### config.mk
export PLATFORM = sky130hd
export DESIGN_NAME = clint
export DESIGN_NICKNAME = d
export VERILOG_FILES = /design/src/rtl/clint.sv
export SDC_FILE = /design/constraint.sdc
export NUM_CORES = 1
export LEC_CHECK = 0
export ABC_CLOCK_PERIOD_IN_PS = 7300
export CAP_MARGIN = 30
export CORE_UTILIZATION = 41
export DETAILED_ROUTE_END_ITERATION = 10
export HOLD_SLACK_MARGIN = 0.15
export PLACE_DENSITY = 0.65
export SLEW_MARGIN = 20
export SYNTH_ARGS = -nofsm -noshare
export SYNTH_HDL_FRONTEND = slang
export SYNTH_SLANG_ARGS = --single-unit
### constraint.sdc
create_clock -name clk -period 7.3 [get_ports clk]
set_input_delay 1.825 -clock clk [delete_from_list [all_inputs] [get_ports clk]]
set_output_delay 1.825 -clock clk [all_outputs]
set_load 0.005 [all_outputs]
### src/rtl/clint.sv
// Core-local interruptor: msip, mtimecmp and mtime behind a valid/ready register port.
// Define CLINT_MTIME_WR_EN to make mtime writable; otherwise mtime writes are dropped.
module clint #(
    parameter int unsigned TICK_DIV = 1,
    parameter int unsigned ADDR_W   = 16
) (
    input  logic              clk,
    input  logic              rst,
    input  logic [ADDR_W-1:0] req_addr,
    input  logic              req_wen,
    input  logic [63:0]       req_wdata,
    input  logic [7:0]        req_wmask,
    input  logic              req_valid,
    output logic              req_ready,
    output logic [63:0]       resp_rdata,
    output logic              resp_err,
    output logic              resp_valid,
    input  logic              resp_ready,
    output logic              extint_software,
    output logic              extint_timer,
    output logic [63:0]       mtime_out
);

    localparam int unsigned PW = (TICK_DIV > 1) ? $clog2(TICK_DIV) : 1;
    localparam logic [ADDR_W-1:0] OFF_MSIP = ADDR_W'(16'h0000);
    localparam logic [ADDR_W-1:0] OFF_CMP  = ADDR_W'(16'h4000);
    localparam logic [ADDR_W-1:0] OFF_TIME = ADDR_W'(16'hBFF8);

    logic [1:0]        rst_sync;
    logic              rst_n;
    logic              msip;
    logic [63:0]       mtimecmp;
    logic [63:0]       mtime;
    logic [PW-1:0]     presc;
    logic              accept;
    logic              tick;
    logic [ADDR_W-1:0] addr_word;
    logic              hit_msip;
    logic              hit_cmp;
    logic              hit_time;
    logic [63:0]       wmask64;
    logic [63:0]       rd_data;
    logic              rd_err;
    logic              msip_wr;
    logic [63:0]       cmp_wr;
`ifdef CLINT_MTIME_WR_EN
    logic [63:0]       time_wr;
`endif

    assign rst_n     = rst_sync[1];
    assign req_ready = !resp_valid || resp_ready;
    assign accept    = req_valid && req_ready;
    assign mtime_out = mtime;
    assign addr_word = req_addr & ~ADDR_W'(7);

    // Reset asserts asynchronously, deasserts after two clk edges
    always_ff @(posedge clk or negedge rst) begin
        if (!rst) begin
            rst_sync <= 2'b00;
        end else begin
            rst_sync <= {rst_sync[0], 1'b1};
        end
    end

    always_comb begin
        tick = 1'b1;
        if (TICK_DIV > 1) begin
            tick = (presc == PW'(TICK_DIV - 1));
        end
    end

    // Address decode, read mux and byte-merged write values
    always_comb begin
        wmask64 = '0;
        rd_data = '0;
        for (int i = 0; i < 8; i++) begin
            wmask64[8*i +: 8] = {8{req_wmask[i]}};
        end
        hit_msip = (addr_word == OFF_MSIP);
        hit_cmp  = (addr_word == OFF_CMP);
        hit_time = (addr_word == OFF_TIME);
        rd_err   = !(hit_msip || hit_cmp || hit_time);
        if (!req_wen) begin
            if (hit_msip) begin
                rd_data = {63'd0, msip};
            end else if (hit_cmp) begin
                rd_data = mtimecmp;
            end else if (hit_time) begin
                rd_data = mtime;
            end
        end
        msip_wr = req_wmask[0] ? req_wdata[0] : msip;
        cmp_wr  = (mtimecmp & ~wmask64) | (req_wdata & wmask64);
`ifdef CLINT_MTIME_WR_EN
        time_wr = (mtime & ~wmask64) | (req_wdata & wmask64);
`endif
    end

    always_ff @(posedge clk or negedge rst_n) begin
        if (!rst_n) begin
            presc <= '0;
        end else if (TICK_DIV > 1) begin
            presc <= tick ? '0 : presc + PW'(1);
        end
    end

    // Architectural registers; an mtime write beats a coincident tick
    always_ff @(posedge clk or negedge rst_n) begin
        if (!rst_n) begin
            msip     <= 1'b0;
            mtimecmp <= '1;
            mtime    <= '0;
        end else begin
            if (accept && req_wen && hit_msip) begin
                msip <= msip_wr;
            end
            if (accept && req_wen && hit_cmp) begin
                mtimecmp <= cmp_wr;
            end
`ifdef CLINT_MTIME_WR_EN
            if (accept && req_wen && hit_time) begin
                mtime <= time_wr;
            end else if (tick) begin
                mtime <= mtime + 64'd1;
            end
`else
            if (tick) begin
                mtime <= mtime + 64'd1;
            end
`endif
        end
    end

    always_ff @(posedge clk or negedge rst_n) begin
        if (!rst_n) begin
            resp_valid <= 1'b0;
            resp_rdata <= '0;
            resp_err   <= 1'b0;
        end else if (accept) begin
            resp_valid <= 1'b1;
            resp_rdata <= rd_data;
            resp_err   <= rd_err;
        end else if (resp_ready) begin
            resp_valid <= 1'b0;
        end
    end

    always_ff @(posedge clk or negedge rst_n) begin
        if (!rst_n) begin
            extint_software <= 1'b0;
            extint_timer    <= 1'b0;
        end else begin
            extint_software <= msip;
            extint_timer    <= (mtime >= mtimecmp);
        end
    end

endmodule
==> results.md, run 1 <==
* Status: complete, no violations
* DRT Pass-1 Iters at 7
* Final setup vio count at 0
* CTS tree: done
* Endpoint class of the critical path: output pin
* Register area at around 5100 um2
* Area of the multi-input gates at ~4600 um2
* Die ar. at around 25000 um2
* Setup CP Type: in2out
* CP max FO at 4
* Net Sw Frac at between 20% and 30%
* Core Box Area at between 20000 and 25000 um2
* Total GRT Usage at approximately 22%
* F_max at 208.6 MHz
* Top area cells in the synthesized netlist: dfrtp_1 (33%), dfstp_2 (17%), ha_1 (8.0%)
* R2R Path End: extint_timer$_DFF_PN0_
* Final setup skew at 0.01199 ns
* Switch Pwr at about 500 uW
* Worst EP required at between 5 and 6 ns
* Clock Pin Slew Worst Setup and Hold Paths at 0.08 ns
* TNS Setup at 0 ns
* RSZ-0062 raised after global routing: false
* Layout fillers at 2159
* Layout net count at approximately 1400
* Slew @ Worst Pin at approximately 0.84 ns
* Share of cells above drive strength 1 at 11.91%
* Initial antenna violation count at 0
* Sequential area share after synthesis at 49.80%
* CTS resizes at 0
* P_int at about 1700 uW
* Maximum buffer depth of the clock tree at 2
* GPL Wtd Cong at ~0.84
* Post-CTS Setup Bufs at 0
* Synth warn at 0
* Synth area leader: dfrtp_1
* PortBufs at between 200 and 250
* Seq pwr share at between 50% and 60%
* DRT iter0 DRCs at approximately 500
* Worst ir drop on vdd at about 0.12 mV
* CTS sink count at about 200
* H-Tree Level Count at 4
* Worst skew pair latency at ~0.43 ns
* Ys flop type: dfrtp_1
* Total CTS buffers at 17
* Distinct cells, synth at 53
* Pre-CTS setup slack at around 2.5 ns
* Hpwl dp at 19.09 mm
* Worst setup margin at approximately 2.5 ns
* Vias in the first global route at between 8000 and 9000
* DRC at 0
* Synth Register Bits at approximately 200
* Die width at about 160 um
* Async S/R FF share, synth at 100.0%
* Slew HR at approximately 44%
* Post-synth EDFFs at 0
* Post-Syn Area at 10160 um2
* Tcrit/Tclk final at approximately two thirds
* Leakage at 0.006144 uW
* Row count at 57
* Detailed-route via count at between 8000 and 9000
* Reg2Reg Depth at 8
* GRT overflow at 0
* First-pass GRT wire length at 44.86 mm
* Max-Cap Viols at 0
* Synthesized instance count at ~1000
* Clock share of power at between 40 and 50%
* Io pins at about 230
* Worst Setup SP: resp_ready
* Area share of the largest cell type after synthesis at about 33%
* Root Buffer Master: clkbuf_16
* Hold slack at ~0.29 ns
* DRT Wirelength at roughly 27 mm
* Final antenna-violating net count at 0
* Syn Area/Cell at between 10 and 15 um2
* Area added between synthesis and finish at 30.49%
* Worst Hold Class: reg2async
* Commonest non-fill, non-tap cell in the layout: clkdlybuf4s50_1
* Most frequent cells in the layout: clkdlybuf4s50_1 (222), dfrtp_1 (134), o21ai_0 (123)
* Initial core utilization at a little over two fifths
* Slew Limit Fails at 0
* Die Height at 159.4 um
* Wire per inst at 17.61 um
* Crit path time final at ~4.8 ns
* Final hold vios at 0
* Pwr per Cell Area at approximately 160 nW/um2
* CP Data Arrival Time at 2.97 ns
* Largest net degree at the start of global routing at 68
* Post-Syn Nets at between 1000 and 1500
* Setup crit start kind: primary input
* N_diodes at 0
* Combinational power share at under 10%
* R2r setup slk at roughly 4.7 ns
* Routed vias/inst at 5.379
* Count of hold buffers inserted by post-cts repair at 0
## metal layers
metal | share of wire, % | global-route usage [%] | vias to the layer above
li1 | - | - | 3975
met1 | 47 | 31.44 | 4074
met2 | 47 | 35.15 | 271
met3 | 5.1 | 3.803 | 17
met4 | 1.1 | 6.206 | 0
met5 | 0 | 0 | -
## worst max-delay path, cell delays in order
cell and delay [ns]:
clkdlybuf4s50_1 0.45, nand2b_1 0.17, clkdlybuf4s50_1 0.52
## kinds of logic (layout without fill, tap and decap cells)
family,count (synthesis),count (layout),share of synthesized area [%]
and+or+nand+nor,313,313,16.90
AOI/OAI and AO/OA,239,239,13.94
DFF,199,199,49.80
buffers and inverters,126,337,4.877
adders and majority gates,65,65,8.005
xor gates and xnor gates,62,62,5.345
muxes,10,10,1.096
other,1,1,0.03691
## worst max-delay path by stage
stage	endpoint	slack, ns	cells after the start
floorplan	extint_software$_DFF_PN0_	1.46	0
global placement	req_ready	2.52	3
detailed placement	req_ready	2.51	3
CTS	req_ready	2.50	3
global route	req_ready	2.45	3
finish	req_ready	2.51	3
## per-stage QoR
step	utilization, %	total power, uW	area (um2)	std cells
floorplan	-	1160	10160	1015
global placement	52.06	1229	12660	1518
detailed placement	52.06	1230	12660	1518
CTS	54.51	2191	13260	1550
global route	54.51	2241	13260	1550
finish	54.51	2165	13260	1550
## synth_stat cells, drive strengths merged, types with 22 or more instances
cell    instances
nand2         106
dfrtp         135
inv            75
nand4          29
nand3          84
clkbuf         29
xor2           37
xnor2          25
a22oi          63
a21oi          25
nor3           22
buf            22
dfstp          64
o21ai         128
ha             65
## area by class of cell
cell class                      instances  area share (%)
Inverter                               75           2.123
Sequential cell                       199           38.19
Clock buffer                           20           3.520
Clock inverter                         12          0.9909
Timing Repair Buffer                  230           17.21
Multi-Input combinational cell        690           34.90
Tap cell                              324           3.058
## power groups by stage
stage / Sequential [uW] / Combinational, uW / Clock, uW
final: 1110 / 97.2 / 957
after CTS: 1110 / 99.1 / 981
after floorplan: 1140 / 18.0 / 0
after detailed placement: 1130 / 98.8 / 0
after global routing: 1110 / 106 / 1020
after global placement: 1130 / 98.4 / 0
(Power assumes the default switching activity.)
==> inputs of run 2 (changes only) <==
ABC_CLOCK_PERIOD_IN_PS = 3900   (was 7300)
PLACE_DENSITY = 0.68   (was 0.65)
clock period = 3.9 ns   (was 7.3 ns; I/O delays follow)
==> run 2 against run 1 <==
Net effect:
- worst setup slack got worse by 1.7 ns
- utilization increased by 0.53 points
- worst hold slack worse by 0.085 ns
- via count increased by 0.97%
- total power increased by 92%
- cell count is 0.26% higher
- critical endpoint unchanged
==> results.md, run 2 (synthesis results as in run 1) <==
* Die width at 159.4 um (unchanged)
* CTS resizes at 0 (unchanged)
* Worst ir drop on vdd at 0.2618 mV (was 0.1183 mV)
* Crit path time final at about 3 ns
* Final hold vios at 0 (unchanged)
* Setup crit start kind: primary input (unchanged)
* DRT Wirelength at 27.57 mm (was 27.29 mm)
* Routed vias/inst at 5.417 (was 5.379)
* Slew Limit Fails at 0 (unchanged)
* CP max FO at 4 (unchanged)
* Endpoint class of the critical path: output pin (unchanged)
* Die ar. at 25410 um2 (unchanged)
* Hpwl dp at 19.79 mm (was 19.09 mm)
* Total CTS buffers at 17 (unchanged)
* CTS sink count at 199 (unchanged)
* Final setup skew at 0.01248 ns (was 0.01199 ns)
* CTS tree: done (unchanged)
* H-Tree Level Count at 4 (unchanged)
* TNS Setup at 0 ns (unchanged)
* Post-CTS Setup Bufs at 0 (unchanged)
* DRC at 0 (unchanged)
* Worst EP required at 2.92 ns (was 5.48 ns)
* Detailed-route via count at 8418 (was 8337)
* Initial antenna violation count at 0 (unchanged)
* Setup CP Type: in2out (unchanged)
* Area added between synthesis and finish at 31.77% (was 30.49%)
* Root Buffer Master: clkbuf_16 (unchanged)
* Row count at 57 (unchanged)
* Leakage at 0.006198 uW (was 0.006144 uW)
* Commonest non-fill, non-tap cell in the layout: clkdlybuf4s50_1 (unchanged)
* Slew @ Worst Pin at 0.8208 ns (was 0.8438 ns)
* Clock Pin Slew Worst Setup and Hold Paths at 0.08 ns (about the same)
* Total chip power at 4161 uW (was 2165 uW)
* Worst Hold Class: reg2async (unchanged)
* Most frequent cells in the layout: clkdlybuf4s50_1 (222), dfrtp_1 (134), o21ai_0 (123) (unchanged)
* Vias in the first global route at 8492 (was 8349)
* Pwr per Cell Area at 310.8 nW/um2 (was 163.3 nW/um2)
* Final setup vio count at 0 (unchanged)
* N_diodes at 0 (unchanged)
* PortBufs at 222 (unchanged)
* Layout net count at 1375 (was 1371)
* Largest net degree at the start of global routing at 94 (was 68)
* Tcrit/Tclk final at about four fifths
* First-pass GRT wire length at 45.61 mm (was 44.86 mm)
* Max-Cap Viols at 0 (unchanged)
* Io pins at 226 (unchanged)
* RSZ-0062 raised after global routing: false (unchanged)
* Slew HR at 45.28% (was 43.74%)
* Final antenna-violating net count at 0 (unchanged)
* Initial core utilization at 41.78% (unchanged)
* Share of cells above drive strength 1 at 12.20% (was 11.91%)
* GRT overflow at 0 (unchanged)
* Core Box Area at 24320 um2 (unchanged)
* Worst skew pair latency at 0.44 ns (was 0.43 ns)
* F_max at roughly 320 MHz
* GPL Wtd Cong at 0.7913 (was 0.8393)
* CP Data Arrival Time at 2.11 ns (was 2.97 ns)
* DRT Pass-1 Iters at 5 (was 7)
* Count of hold buffers inserted by post-cts repair at 0 (unchanged)
* Wire per inst at 17.74 um (was 17.61 um)
* Status: complete, no violations (unchanged)
* Die Height at 159.4 um (unchanged)
* DRT iter0 DRCs at 401 (was 501)
* Total GRT Usage at 22.39% (was 22.23%)
* Maximum buffer depth of the clock tree at 2 (unchanged)
-- run 2: layout make-up --
cell class              count  area, um2
fillers                  2138      10930
flip-flops and latches    199       5064
multi-input cells         690       4627
repair buffers            234       2382
clock buffers              18      439.2
well taps                 324      405.4
inverters                  75      281.5
clock inverters            14      188.9
-- run 2: per-stage QoR --
step | setup WS [ns] | cells | instance area (um2) | util (%) | hold WS, ns
2_1_floorplan | 0.6813 | 1015 | 10160 | - | 0.3311
3_3_place_gp | 0.6632 | 1521 | 12730 | 52.35 | 0.3376
3_5_place_dp | 0.6074 | 1521 | 12730 | 52.35 | 0.3436
4_1_cts | 0.7986 | 1553 | 13360 | 54.94 | 0.3612
5_1_grt | 0.7618 | 1554 | 13390 | 55.05 | 0.2300
6_report | 0.8118 | 1554 | 13390 | 55.05 | 0.2075
-- run 2: power breakdown --
group          switching [uW]  internal, uW  total [uW]
registers                5.63          2070        2080
logic                    95.0          97.1         192
clock network             845          1050        1890
-- run 2: final timing paths --
kind                                       startpoint                    endpoint  slack [ns]  cells after the start
worst min register to register  rst_sync[1]$_DFF_PN0_  resp_rdata[24]$_DFFE_PN0P_        0.21                      0
max in group asynchronous       rst_sync[1]$_DFF_PN0_                   async pin        2.57                      2
worst max register to register                   flop      extint_timer$_DFF_PN0_        1.21                      8
worst max-delay path                       resp_ready                   req_ready        0.81                      3
worst min-delay path            rst_sync[1]$_DFF_PN0_  resp_rdata[24]$_DFFE_PN0P_        0.21                      0
min in group clk                rst_sync[0]$_DFF_PN0_       rst_sync[1]$_DFF_PN0_        0.36                      0
-- run 2: worst max-delay path, cell delays in order --
cell	delay, ns
clkdlybuf4s50_1	0.45
nand2b_1	0.16
clkdlybuf4s50_1	0.53
-- run 2: per-layer routing --
metal / vias to the layer above / track usage (%) / part of all wire, % / wire [um]
li1: 3994 / - / - / -
met1: 4139 / 30.68 / 46 / 12560
met2: 249 / 36.12 / 47 / 13090
met3: 36 / 4.194 / 5.4 / 1477
met4: 0 / 6.512 / 1.6 / 452
met5: - / 0 / 0 / 0
